$ cat src/rtl/aes_pkg.sv
// Shared AES key-schedule definitions: scheduler control encodings, sequencer states, AES-128 round count.
package aes_pkg;

    localparam int AES128_ROUNDS = 10;

    localparam logic [1:0] KS_HOLD = 2'b00;
    localparam logic [1:0] KS_LOAD = 2'b01;
    localparam logic [1:0] KS_FWD  = 2'b10;
    localparam logic [1:0] KS_REV  = 2'b11;

    typedef enum logic [2:0] {
        ST_IDLE    = 3'd0,
        ST_LOAD    = 3'd1,
        ST_PREEXP  = 3'd2,
        ST_PRESENT = 3'd3,
        ST_STEP    = 3'd4,
        ST_DONE    = 3'd5
    } ks_state_e;

endpackage

$ cat src/rtl/aes_key_sched_ctrl.sv
// Sequences AES_key_schedular through load/forward/reverse so round keys appear in cipher order.
// Every output is a register; key_ack and start only influence the next state.
module aes_key_sched_ctrl
    import aes_pkg::*;
#(
    parameter int NUM_ROUNDS = AES128_ROUNDS
) (
    input  logic         clk,
    input  logic         rst,
    input  logic         start,
    input  logic         decrypt,
    input  logic [127:0] key_in,
    output logic [127:0] sched_key_out,
    output logic [1:0]   sched_ctrl,
    output logic [3:0]   sched_round,
    output logic         key_valid,
    input  logic         key_ack,
    output logic [3:0]   round_idx,
    output logic         busy,
    output logic         done
);

    localparam logic [3:0] LAST_ROUND = 4'(NUM_ROUNDS);

    ks_state_e    r_state;
    logic         r_dec;
    logic [127:0] r_key;
    logic [1:0]   r_sched_ctrl;
    logic [3:0]   r_sched_round;
    logic         r_key_valid;
    logic [3:0]   r_round_idx;
    logic         r_busy;
    logic         r_done;
    logic         w_final;

    // Decrypt finishes at round 0, encrypt at the last round.
    assign w_final = r_dec ? (r_round_idx == 4'd0) : (r_round_idx == LAST_ROUND);

    always_ff @(posedge clk) begin
        if (rst) begin
            r_state       <= ST_IDLE;
            r_dec         <= 1'b0;
            r_key         <= '0;
            r_sched_ctrl  <= KS_HOLD;
            r_sched_round <= 4'd0;
            r_key_valid   <= 1'b0;
            r_round_idx   <= 4'd0;
            r_busy        <= 1'b0;
            r_done        <= 1'b0;
        end else begin
            case (r_state)
                ST_IDLE: begin
                    if (start) begin
                        r_state      <= ST_LOAD;
                        r_dec        <= decrypt;
                        r_key        <= key_in;
                        r_sched_ctrl <= KS_LOAD;
                        r_round_idx  <= 4'd0;
                        r_busy       <= 1'b1;
                    end
                end
                ST_LOAD: begin
                    if (r_dec) begin
                        r_state       <= ST_PREEXP;
                        r_sched_ctrl  <= KS_FWD;
                        r_sched_round <= 4'd1;
                    end else begin
                        r_state      <= ST_PRESENT;
                        r_sched_ctrl <= KS_HOLD;
                        r_key_valid  <= 1'b1;
                    end
                end
                ST_PREEXP: begin
                    if (r_sched_round == LAST_ROUND) begin
                        r_state       <= ST_PRESENT;
                        r_sched_ctrl  <= KS_HOLD;
                        r_sched_round <= 4'd0;
                        r_round_idx   <= LAST_ROUND;
                        r_key_valid   <= 1'b1;
                    end else begin
                        r_sched_round <= r_sched_round + 4'd1;
                    end
                end
                ST_PRESENT: begin
                    if (key_ack) begin
                        r_key_valid <= 1'b0;
                        if (w_final) begin
                            r_state <= ST_DONE;
                            r_done  <= 1'b1;
                        end else begin
                            r_state <= ST_STEP;
                            if (r_dec) begin
                                r_sched_ctrl  <= KS_REV;
                                r_sched_round <= r_round_idx;
                            end else begin
                                r_sched_ctrl  <= KS_FWD;
                                r_sched_round <= r_round_idx + 4'd1;
                            end
                        end
                    end
                end
                ST_STEP: begin
                    r_state       <= ST_PRESENT;
                    r_sched_ctrl  <= KS_HOLD;
                    r_sched_round <= 4'd0;
                    r_key_valid   <= 1'b1;
                    r_round_idx   <= r_dec ? (r_round_idx - 4'd1) : (r_round_idx + 4'd1);
                end
                ST_DONE: begin
                    r_state <= ST_IDLE;
                    r_done  <= 1'b0;
                    r_busy  <= 1'b0;
                end
                default: begin
                    r_state      <= ST_IDLE;
                    r_sched_ctrl <= KS_HOLD;
                    r_key_valid  <= 1'b0;
                    r_busy       <= 1'b0;
                    r_done       <= 1'b0;
                end
            endcase
        end
    end

    assign sched_key_out = r_key;
    assign sched_ctrl    = r_sched_ctrl;
    assign sched_round   = r_sched_round;
    assign key_valid     = r_key_valid;
    assign round_idx     = r_round_idx;
    assign busy          = r_busy;
    assign done          = r_done;

endmodule

$ cat config.mk
export PLATFORM = sky130hd
export DESIGN_NAME = aes_key_sched_ctrl
export DESIGN_NICKNAME = d
export VERILOG_FILES = /design/src/rtl/aes_pkg.sv /design/src/rtl/aes_key_sched_ctrl.sv
export SDC_FILE = /design/constraint.sdc
export NUM_CORES = 1
export LEC_CHECK = 0
export ABC_AREA = 1
export CORE_MARGIN = 3
export CORE_UTILIZATION = 41
export DETAILED_ROUTE_END_ITERATION = 16
export PLACE_DENSITY_LB_ADDON = 0.08
export SETUP_SLACK_MARGIN = 0.3
export SLEW_MARGIN = 20
export SYNTH_ARGS = -nofsm -noshare
export SYNTH_HDL_FRONTEND = slang
export SYNTH_SLANG_ARGS = --single-unit
$ cat constraint.sdc
create_clock -name clk -period 1.87 [get_ports clk]
set_clock_uncertainty 0.05 [all_clocks]
set_input_delay 0.2805 -clock clk [delete_from_list [all_inputs] [get_ports clk]]
set_output_delay 0.2805 -clock clk [all_outputs]
set_load 0.05 [all_outputs]
-- After elaboration in Yosys (flattened, before gate mapping)
Index checks and enable logic that the tools add are counted.
- bits in registers: 145
- input bits: 133
- output and inout bits: 141
- word-level logic and storage cells: 78
- add/subtract/negate cells: 3
- equality and inequality tests: 14
- muxes and demuxes: 33
- bitwise logic cells: 4
- reductions and logical operators: 15
- operators by type and width (kind ; count):
    $mux W4 ; 8
    $pmux W4 S4 ; 1
    $pmux W3 S5 ; 1
    $ne A2 B2 Y1 const B ; 7
    $pmux W4 S3 ; 1
    $mux W1 ; 10
    $mux W2 ; 5
    $pmux W2 S5 ; 1
    $mux W3 ; 3
    $reduce_and A3 Y1 ; 3
    $add A4 B1 Y4 const B ; 2
    $eq A4 B4 Y1 const B ; 2
    $reduce_and A4 Y1 ; 2
    $reduce_or A4 Y1 ; 2
    $eq A3 B2 Y1 const B ; 2
    $eq A3 B3 Y1 const B ; 2
    $pmux W1 S5 ; 1
    $reduce_and A5 Y1 ; 1
    $logic_not A4 Y1 ; 1
    $not A1 Y1 ; 4
    $pmux W1 S2 ; 2
    $reduce_and A2 Y1 ; 2
    $reduce_bool A4 Y1 ; 1
    $sub A4 B1 Y4 const B ; 1
    4 further kinds ; 4

-- Longest topological paths before layout
- depth in word-level cells: 5
- depth in mapped cells: 10
- depth with buffers taken out: 10

-- Least setup slack after synthesis
No wires, ideal clock.
- path kind: reg-to-reg
- start: reg r_round_idx[0], in the netlist round_idx[0]
- end: reg r_sched_round[1], in the netlist sched_round[1]
- setup time: 132 ps
- data arrival time: 1754 ps
- required time: 1688 ps
- path slack: -66 ps
- stages on the path, launching flop included: 8
- path buffers: 0
- clock period less this slack: 1936 ps
- cells stage by stage: dfxtp_1 -> inv_1 -> ha_1 -> or2_2 -> o21ai_0 -> o22ai_1 -> nand2_1 -> a21oi_1
- word-level cells in the longest chain between the ends: 5
- elaborated cells on any way between the ends: 10
- classes of those cells: add/sub (1); eq/ne (2); mux (5); reduce/logical (2)
- ends and longest elaborated chain (what ; RTL line ; RTL):
    from (decl) ; aes_key_sched_ctrl.sv:31 ; logic [3:0] r_round_idx;
    from (signal assigned) ; aes_key_sched_ctrl.sv:107 ; r_round_idx <= r_dec ? (r_round_idx - 4'd1) : (r_round_idx + 4'd1);
    $add A4 B1 Y4 ; aes_key_sched_ctrl.sv:97 ; r_sched_round <= r_round_idx + 4'd1;
    $mux W4 ; aes_key_sched_ctrl.sv:92 ; if (r_dec) begin
    $mux W4 ; aes_key_sched_ctrl.sv:87 ; if (w_final) begin
    $mux W4 ; aes_key_sched_ctrl.sv:85 ; if (key_ack) begin
    $pmux W4 S4 ; aes_key_sched_ctrl.sv:51 ; case (r_state)
    to (signal assigned) ; aes_key_sched_ctrl.sv:81 ; r_sched_round <= r_sched_round + 4'd1;
    to (signal assigned) ; aes_key_sched_ctrl.sv:94 ; r_sched_round <= r_round_idx;
    to (signal assigned) ; aes_key_sched_ctrl.sv:97 ;
    to (decl) ; aes_key_sched_ctrl.sv:29 ; logic [3:0] r_sched_round;
Parallel ways exist; a longest one is shown, timed or not. The select of a mux whose other input is x is not followed.
A chain may end at the register's enable or synchronous reset.

-- Worst setup path in the final report
- start: reg r_state[2]
- end: reg r_round_idx[3], in the netlist round_idx[3]
- word-level cells in the longest chain between the ends: 3
- elaborated cells on any way between the ends: 8
- classes of those cells: eq/ne (4); mux (1); reduce/logical (3)
- ends and longest elaborated chain (what ; RTL line ; RTL):
    from (decl) ; aes_key_sched_ctrl.sv:25 ; ks_state_e r_state;
    from (signal assigned) ; aes_key_sched_ctrl.sv:41 ; r_state <= ST_IDLE;
    from (signal assigned) ; aes_key_sched_ctrl.sv:54 ; r_state <= ST_LOAD;
    from (signal assigned) ; aes_key_sched_ctrl.sv:64 ; r_state <= ST_PREEXP;
    $eq A3 B2 Y1 (tied with other cells) ; aes_key_sched_ctrl.sv:51 ;
    $ne A2 B2 Y1 (no source line) or $reduce_bool A3 Y1 (tied branches) ; -- ;
    $reduce_and A3 Y1 (no source line) ; -- ;
Parallel ways exist; a longest one is shown, timed or not.

==> impl_metrics.env <==
export IMPL_synth_area_leaders="sky130_fd_sc_hd__dfxtp_1 (51%), sky130_fd_sc_hd__nand3_1 (13%), sky130_fd_sc_hd__a21oi_1 (12%)"
export IMPL_cap_viol_max_count=0
export IMPL_setup_repair_after_global_routing_missed_its_margin="false"
export IMPL_io_count=274
export IMPL_grt_pass1_vias=5650
export IMPL_slew_viol_final=0
export IMPL_antenna_violations_before_repair=1
export IMPL_timing_setup_critical_path_class="flip-flop to flip-flop"
export IMPL_syn_inst=738
export IMPL_track_usage=0.232
export IMPL_outcome="finished clean"
export IMPL_synth_distinct_cells=31
export IMPL_post_synth_instance_area_mm2=0.00574
export IMPL_cts_num_sinks=145
export IMPL_routedLengthMet1_mm=8.18
export IMPL_ctsLongestPathBuffers=2
export IMPL_max_slew_worst_pin_slew_ps=378
export IMPL_final_nets=1136
export IMPL_root_buffer="sky130_fd_sc_hd__clkbuf_16"
export IMPL_clock_insertion_delay_worst_skew_ps=410
export IMPL_slew_headroom=0.748
export IMPL_viasPerCell=5.09
export IMPL_final_antenna_net_count=0
export IMPL_synth_yosys_seq_area_share=0.505
export IMPL_place_hpwl_mm=12.7
export IMPL_worstSetupEndpointType="flip-flop"
export IMPL_area_growth_pct=66.4
export IMPL_floorplan_die_height_um=124
export IMPL_drive_above_1_share=0.235
export IMPL_fmax_ghz=0.674
export IMPL_timing_critical_path_from_type="flip-flop"
export IMPL_post_route_drc_count=0
export IMPL_initial_util=0.427
export IMPL_synthesis_nets=879
export IMPL_drt_wl_total_mm=20.0
export IMPL_mostFrequentLayoutCells="sky130_fd_sc_hd__nand2_1 (167), sky130_fd_sc_hd__nand3_1 (142), sky130_fd_sc_hd__a21oi_1 (141)"
export IMPL_worst_ep_required_time_ps=2130
export IMPL_highest_signal_layer="met4"
export IMPL_period_share=0.793
export IMPL_die_w_um=124
export IMPL_routed_wirelength_normalized_by_instance_count_um=16.8
export IMPL_initialDrtViolationCount=339
export IMPL_grt_max_degree=81
export IMPL_synth_largest_area_cell="sky130_fd_sc_hd__dfxtp_1"
export IMPL_vdd_drop_max_mv=0.909
export IMPL_setup_total_negative_slack_ps=0
export IMPL_worst_r2r_setup_slack_ps=390
export IMPL_routed_wl_met3_mm=1.80
export IMPL_rows=42
export IMPL_post_route_cell_area_mm2=0.00956
export IMPL_htree_depth=4
export IMPL_clock_tree_from_tritoncts="yes"
export IMPL_ys_warnings_count=0
export IMPL_synth_largest_type_area_fraction=0.505
export IMPL_placed_area_mm2=0.00850
export IMPL_number_of_input_and_output_port_buffers_inserted=273
export IMPL_finalWeightedCongestion=0.862
export IMPL_cellPowerDensity_mw_per_mm2=1560
export IMPL_critical_path_max_fanout=6
export IMPL_timing_hold_violations_final=0
export IMPL_grt_ovfl_total=0
export IMPL_global_route_wire_length_before_repair_mm=29.5
export IMPL_arrival_ps=1740
export IMPL_syn_area_per_cell_um2=7.78
export IMPL_clock_transition_at_the_register_clock_pins_on_the_worst_setup_and_hold_paths_after_cts_ps=60
export IMPL_drt_pre_antenna_iters=5
export IMPL_core_mm2=0.0135
export IMPL_setup_violations_final=0
export IMPL_period_needed_ps=1480
export IMPL_holdCritPathClass="primary input to flip-flop"
export IMPL_cts_inserted_buffers=17
export IMPL_die_area_mm2=0.0155
export IMPL_leakagePower_nw=3.70
export IMPL_detailroute_via_count=6032
export IMPL_yosys_register_bits=145
export IMPL_layout_commonest_cell="sky130_fd_sc_hd__nand2_1"
export IMPL_met2RoutedLength_mm=9.50
-- worst paths after layout --
kind,cells past startpoint,startpoint,end
setup / recovery,9,r_state[2],round_idx[3]
hold reg to reg,2,sched_key_out[19],sched_key_out[19]
setup reg to reg,9,r_state[2],round_idx[3]
hold / removal,2,rst,sched_round[3]
-- report_power, final --
part           internal (W)  switching, W
sequential          0.00375      0.000390
clock               0.00243       0.00128
combinational       0.00238       0.00471
-- metal layers --
metal  GRT usage  vias up
met4      0.0883        0
met5           0        -
met2       0.368      246
li1            -     3008
met1       0.281     2748
met3      0.0961       30
-- layout make-up --
type,instances,area [µm²]
Inverter,15,56.3
Clock buffer,22,464
Sequential cell,145,2930
Fill cell,1110,3900
Multi-Input combinational cell,520,2590
Timing Repair Buffer,296,3110
Antenna cell,1,2.50
Tap cell,176,220
Clock inverter,10,181
-- synth_stat cells (all sizes together) --
cell type,number
inv,15
buf,29
a31oi,1
nand2,173
nor4,1
o21ai,8
ha,8
a211oi,1
nand4,1
nor3,4
o22ai,2
o21a,2
dfxtp,145
nor2,24
a21oi,142
xnor2,2
nand3,147
nand3b,1
clkbuf,30
or2,2
-- flip-flops by register name, summed over array words and instances, names as in the netlist --
signal / flops
round_idx: 4
r_state: 3
done: 1
key_valid: 1
sched_ctrl: 2
sched_round: 4
r_dec: 1
sched_key_out: 128
busy: 1
-- repair_timing --
action	CTS	global route
setup buffers	0	5
endpoints found under the hold margin	0	0
resized for setup	277	26
setup endpoints to repair	99	143
gates cloned	0	7
pin swaps	0	5
hold buffers	0	0
-- per-stage QoR --
step | hold slack [ps] | cells | worst slack [ps] | power, W | utilization
2_1_floorplan | 395 | 738 | 315 | 0.00860 | -
3_3_place_gp | 398 | 1140 | 326 | 0.0106 | 0.632
3_5_place_dp | 402 | 1140 | 309 | 0.0106 | 0.632
4_1_cts | 191 | 1172 | 286 | 0.0143 | 0.689
5_1_grt | 214 | 1185 | 270 | 0.0157 | 0.710
6_report | 201 | 1185 | 387 | 0.0149 | 0.710
-- critical path, cell delays in order, from the launching register on --
cell                      delay, ps
sky130_fd_sc_hd__dfxtp_2        370
sky130_fd_sc_hd__inv_2          120
sky130_fd_sc_hd__nand2_1        100
sky130_fd_sc_hd__nor2_4         160
sky130_fd_sc_hd__nand2_2        120
sky130_fd_sc_hd__nand2_1        130
sky130_fd_sc_hd__nor2_4          70
sky130_fd_sc_hd__o21a_1         170
sky130_fd_sc_hd__nand2_1         60
sky130_fd_sc_hd__inv_1           40
-- kinds of logic (layout without fill, tap and decap cells) --
family | Yosys count | after routing | share of synthesized area
XOR/XNOR | 2 | 2 | 0.00305
other | 0 | 1 | 0
AO/OA/AOI/OAI | 156 | 156 | 0.139
buffers and inverters | 74 | 343 | 0.0564
flip-flops | 145 | 145 | 0.505
adder cells (fa/ha/maj) | 8 | 8 | 0.0174
AND/OR/NAND/NOR | 353 | 354 | 0.279
No activity file was read; power rests on OpenSTA's default activity.
==> edit 1: new RTL, same settings <==
The 6 states of `ks_state_e` get a one-hot encoding in 6 bits.
--- a/src/rtl/aes_pkg.sv
+++ b/src/rtl/aes_pkg.sv
@@ -8,13 +8,13 @@
     localparam logic [1:0] KS_FWD  = 2'b10;
     localparam logic [1:0] KS_REV  = 2'b11;
 
-    typedef enum logic [2:0] {
-        ST_IDLE    = 3'd0,
-        ST_LOAD    = 3'd1,
-        ST_PREEXP  = 3'd2,
-        ST_PRESENT = 3'd3,
-        ST_STEP    = 3'd4,
-        ST_DONE    = 3'd5
+    typedef enum logic [5:0] {
+        ST_IDLE    = 6'b000001,
+        ST_LOAD    = 6'b000010,
+        ST_PREEXP  = 6'b000100,
+        ST_PRESENT = 6'b001000,
+        ST_STEP    = 6'b010000,
+        ST_DONE    = 6'b100000
     } ks_state_e;
 
 endpackage
Behaviour: no difference found for any inputs over 4 cycles, from zero or initial values and one cycle with rst high; so few cycles prove little.
==> edit 1 against the unedited design <==
Sequential cell count is 3 higher. Critical path type unchanged. Routed wire length is 3.6% lower. Worst setup slack worse by 0.085 ns. Count of clock-buffer cells in the layout is 2 lower. Via count is 3.4% lower. Design area is 1.7% higher. Power is 18% lower. Synthesized area is 0.76% lower. Maximum frequency is 5.4% lower.
==> edit 1: results (changes against the unedited design) <==
The flow ran to the end, and the final reports show no timing, DRC or antenna violations. The highest net fanout along the worst path is 12 (+6). The met1 track demand over resource in global routing came to 0.2444 (-0.03653). The smallest hold slack is 0.4042 ns (+0.2034 ns). The proportion of synthesized chip area in sequential cells was 0.5199 (+0.01442).

The share of cells above drive strength 1 is 0.2469 (+0.01177). The total placed instance area was 0.008427 mm² (-0.81%). The footprint of the flip-flops and latches came to 0.002982 mm² (+1.9%). The length in cells of the worst reg-to-reg path came to 8 (-1). The startpoint of the worst hold path is done. The critical-path cell with the highest stage delay is sky130_fd_sc_hd__dfxtp_1. The maximum vdd drop came out at 0.6313 mV (-31%). The slack of the worst reg-to-reg path came to 0.30 ns (-0.09 ns). The via count of the first global-routing pass was 5,132 (-9.2%). The number of antenna violations at the first check in global routing came out at 0 (-1). By area the synthesized netlist is led by sky130_fd_sc_hd__dfxtp_1 52%, sky130_fd_sc_hd__nor2_1 19%, sky130_fd_sc_hd__o21ai_0 10%, sky130_fd_sc_hd__nand2_1 3.2%, sky130_fd_sc_hd__buf_6 2.4%. The maximum number of pins on one net before global-route repair is 76 (-6.2%). The wire length of the first global-routing pass is 25,390 µm (-14%). The total global routing track utilization was 0.2124 (-0.01949). The distinct cell type count after synthesis was 28 (-9.7%). The starting DRC count in detailed routing is 291 (-14%). The routed length per instance is 15.76 µm (-6.4%). The via count of the routed design is 5,829 (-3.4%).

The number of fill cells came to 1,085 (-2.3%). Ranked by instance count, the synthesized netlist is headed by 288 x sky130_fd_sc_hd__nor2_1, 148 x sky130_fd_sc_hd__dfxtp_1, 118 x sky130_fd_sc_hd__o21ai_0. The count of TritonRoute iterations in the first routing pass came to 4 (-1).

The placed wire-length estimate after detailed placement is 12,220 µm (-3.6%). The last weighted congestion value of the routability-driven placer came out at 0.8759 (+1.7%).
==> edit 1: logic make-up (layout without fill, tap and decap cells) <==
family,Yosys count,after routing,share of synthesized area
flip-flops,148,148,0.5199
XOR/XNOR,3,3,0.004611
AND/OR/NAND/NOR,368,370,0.2577
buffers and inverters,71,363,0.06542
adder cells (fa/ha/maj),7,7,0.01537
AO/OA/AOI/OAI,154,154,0.1370
==> edit 1: power by group through the flow <==
stage                     registers, mW  logic, mW  clock network [mW]
after floorplan                    5.66       1.22                   0
after global placement             3.97       4.32                   0
after detailed placement           3.99       4.33                   0
after CTS                          3.93       4.25                3.54
after global routing               4.00       5.08                3.68
final                              3.93       4.77                3.49
==> edit 1: layer usage <==
layer | share of wire | routed length [µm] | vias up
met4 | 0.022 | 425 | 0
li1 | - | - | 2980
met3 | 0.11 | 2130 | 31
met1 | 0.39 | 7558 | 2591
met5 | 0 | 0 | -
met2 | 0.47 | 9123 | 227
==> edit 1: final cells by class <==
class,instances,share of cell area
flip-flops and latches,148,0.3068
inverters,27,0.01365
clock buffers,20,0.04712
well taps,176,0.02266
repair buffers,303,0.3334
repair inverters,1,0.001674
clock inverters,12,0.01558
multi-input cells,534,0.2591
==> edit 1: through the flow <==
step	power [mW]	std cells	worst slack (ns)
floorplan	6.874	751	0.3168
global placement	8.287	1168	0.1638
detailed placement	8.315	1168	0.1370
CTS	11.71	1200	0.3096
global route	12.76	1221	0.2077
finish	12.19	1221	0.3017
==> edit 1: how the worst max path moves through the flow <==
stage / endpoint / cells past startpoint
2_1_floorplan: sched_round[1] / 10
3_3_place_gp: sched_key_out[43] / 5
3_5_place_dp: sched_key_out[93] / 5
4_1_cts: sched_key_out[118] / 7
5_1_grt: sched_key_out[55] / 8
6_report: sched_key_out[55] / 8
==> edit 1: repair_timing <==
action,CTS,global route
gates cloned,0,15
endpoints found under the setup margin,95,144
pin swaps,0,9
setup buffers,0,6
gates resized for setup,276,116
==> edit 1: worst min-delay path: cells and delay by family, from the launching register on <==
kind	cells	cell delay, ns
AOI/OAI and AO/OA	1	0.05
buffers and inverters	1	0.05
DFF	1	0.31
==> edit 2: new RTL, same flow settings <==
Made on the original files. Compare `r_round_idx` against `LAST_ROUND` with >= in place of ==.
--- a/src/rtl/aes_key_sched_ctrl.sv
+++ b/src/rtl/aes_key_sched_ctrl.sv
@@ -34,7 +34,7 @@
     logic         w_final;
 
     // Decrypt finishes at round 0, encrypt at the last round.
-    assign w_final = r_dec ? (r_round_idx == 4'd0) : (r_round_idx == LAST_ROUND);
+    assign w_final = r_dec ? (r_round_idx == 4'd0) : (r_round_idx >= LAST_ROUND);
 
     always_ff @(posedge clk) begin
         if (rst) begin
Check against the original RTL: no difference found for any inputs over 4 cycles, from zero or initial values and one cycle with rst high; that may be too few to reach the edited logic, so the function may still have changed.
==> edit 2 against the unedited design <==
Power up 4.6%. First-iteration DRC count up 24%. Worst setup slack worse by 0.022 ns. Cell count about the same. Via count down 5.4%. Sequential cell count unchanged. Design area down 3.7%. Register-to-register slack worse by 0.02 ns. Core utilization down 1.8 points. Synthesized area down 2.6%. Synthesized cell count down 0.81%. Die area down 2.5%. Routed wire length down 9.8%. Critical endpoint is now round_idx[0].
==> edit 2: results (changes against the unedited design) <==
The flow ran to the end, and the final reports show no timing, DRC or antenna violations. The post-layout net count is 1,139 (+0.26%). The headroom to the max-slew limit is 0.7985 (+0.05078). The routed length on met2 is 8732 µm (-8.1%). The highest layer touched by signal routing is met4. The total global routing track utilization was 0.2238 (-0.008053). The last weighted congestion value of the routability-driven placer was 0.8375 (-2.8%). The final routed wirelength across all metal layers came out at 18,000 µm (-9.8%). The share of cells above drive strength 1 came to 0.2178 (-0.01730). The adder-cell area share of the yosys netlist came out at 0.01789 (+0.0004639). The length of routed met3 wiring is 1701 µm (-5.4%). The diode insertion count for antenna repair came out at 0 (-1).

The data arrival time of the worst path came out at 1.17 ns (-0.57 ns). In this run the most critical hold path is launched from key_in[69]. The maximum vdd drop is 0.9691 mV (+6.7%).

The distinct cell type count after synthesis was 30 (-3.2%). Sorting the synthesized cells by how often they occur yields 280 x sky130_fd_sc_hd__nor2_1, 145 x sky130_fd_sc_hd__dfxtp_1, 120 x sky130_fd_sc_hd__o21ai_0. The worst register-to-register path begins at r_state[0]. The compound-cell area share of the yosys netlist came out at 0.1380 (-0.0005616). The startpoint of the worst setup timing path is round_idx[0]. The starting DRC count in detailed routing is 419 (+24%). The maximum number of pins on one net before global-route repair came out at 72 (-11%). The leakage power of the design is 4.000 nW (+8.1%). The placed wire-length estimate after detailed placement is 11,910 µm (-6.0%). The area share of xor/xnor cells in the synthesized design came to 0.007828 (+0.004778). The proportion of synthesized chip area in sequential cells is 0.5189 (+0.01345). The wire length on met1 is 7109 µm (-13%). The number of antenna violations at the first check in global routing is 0 (-1). Among all stages on the critical path, the largest delay is contributed by sky130_fd_sc_hd__dfxtp_4. The cell family contributing the most delay on the critical path is flip-flops.
edit 2: final cells by class:
cell class,count,area (µm²),area share
Inverter,27,106.4,0.01155
Clock buffer,21,450.4,0.04893
Sequential cell,145,2922,0.3174
Tap cell,176,220.2,0.02392
Multi-Input combinational cell,515,2355,0.2558
Timing Repair Buffer,292,2994,0.3253
Clock inverter,10,157.7,0.01713
edit 2: worst register-to-register path, stage by stage (launching register included):
cell and delay (ns):
sky130_fd_sc_hd__dfxtp_2 0.36, sky130_fd_sc_hd__nor2_4 0.12, sky130_fd_sc_hd__nand2_2 0.10, sky130_fd_sc_hd__nor2_4 0.20, sky130_fd_sc_hd__buf_4 0.18, sky130_fd_sc_hd__buf_12 0.16, sky130_fd_sc_hd__o21ai_0 0.12, sky130_fd_sc_hd__nor2_1 0.15
edit 2: metal layers:
layer	up-vias	global-route usage
li1	2863	-
met1	2592	0.2590
met2	216	0.3574
met3	33	0.09677
met4	0	0.1029
met5	-	0
edit 2: logic make-up (layout without fill, tap and decap cells):
| group | after synthesis | count (layout) |
|---|---|---|
| compound gates | 153 | 153 |
| xor+xnor | 5 | 5 |
| fa+ha+maj | 8 | 8 |
| buf+inv | 72 | 350 |
| flops | 145 | 145 |
| simple gates | 349 | 349 |
edit 2: through the flow:
stage | cells | setup WS [ns] | total power, mW | area, µm² | utilization
CTS | 1179 | 0.3061 | 15.45 | 9054 | 0.6810
floorplan | 732 | 0.3081 | 9.613 | 5607 | -
global placement | 1147 | 0.1697 | 11.95 | 8320 | 0.6258
global route | 1186 | 0.2801 | 16.42 | 9205 | 0.6924
detailed placement | 1147 | 0.1379 | 11.98 | 8320 | 0.6258
finish | 1186 | 0.3647 | 15.62 | 9205 | 0.6924
edit 2: repair_timing:
action                     in CTS  in global routing
pin swaps                       3                  7
setup endpoints to repair      98                139
gates resized for setup       278                 18
gates cloned                    0                  3
buffers inserted                1                  4
edit 2: worst paths after layout:
kind / slack [ns] / endpoint / cells after the start
max reg2reg: 0.37 / sched_key_out[11] / 7
min: 0.39 / sched_key_out[69] / 3
max: 0.36 / round_idx[0] / 1
min reg2reg: 0.43 / done / 2
edit 2: where the power goes:
group          switching, mW  internal [mW]  total [mW]
Clock                   1.29           2.26        3.54
Sequential             0.491           3.99        4.48
Combinational           5.26           2.35        7.60
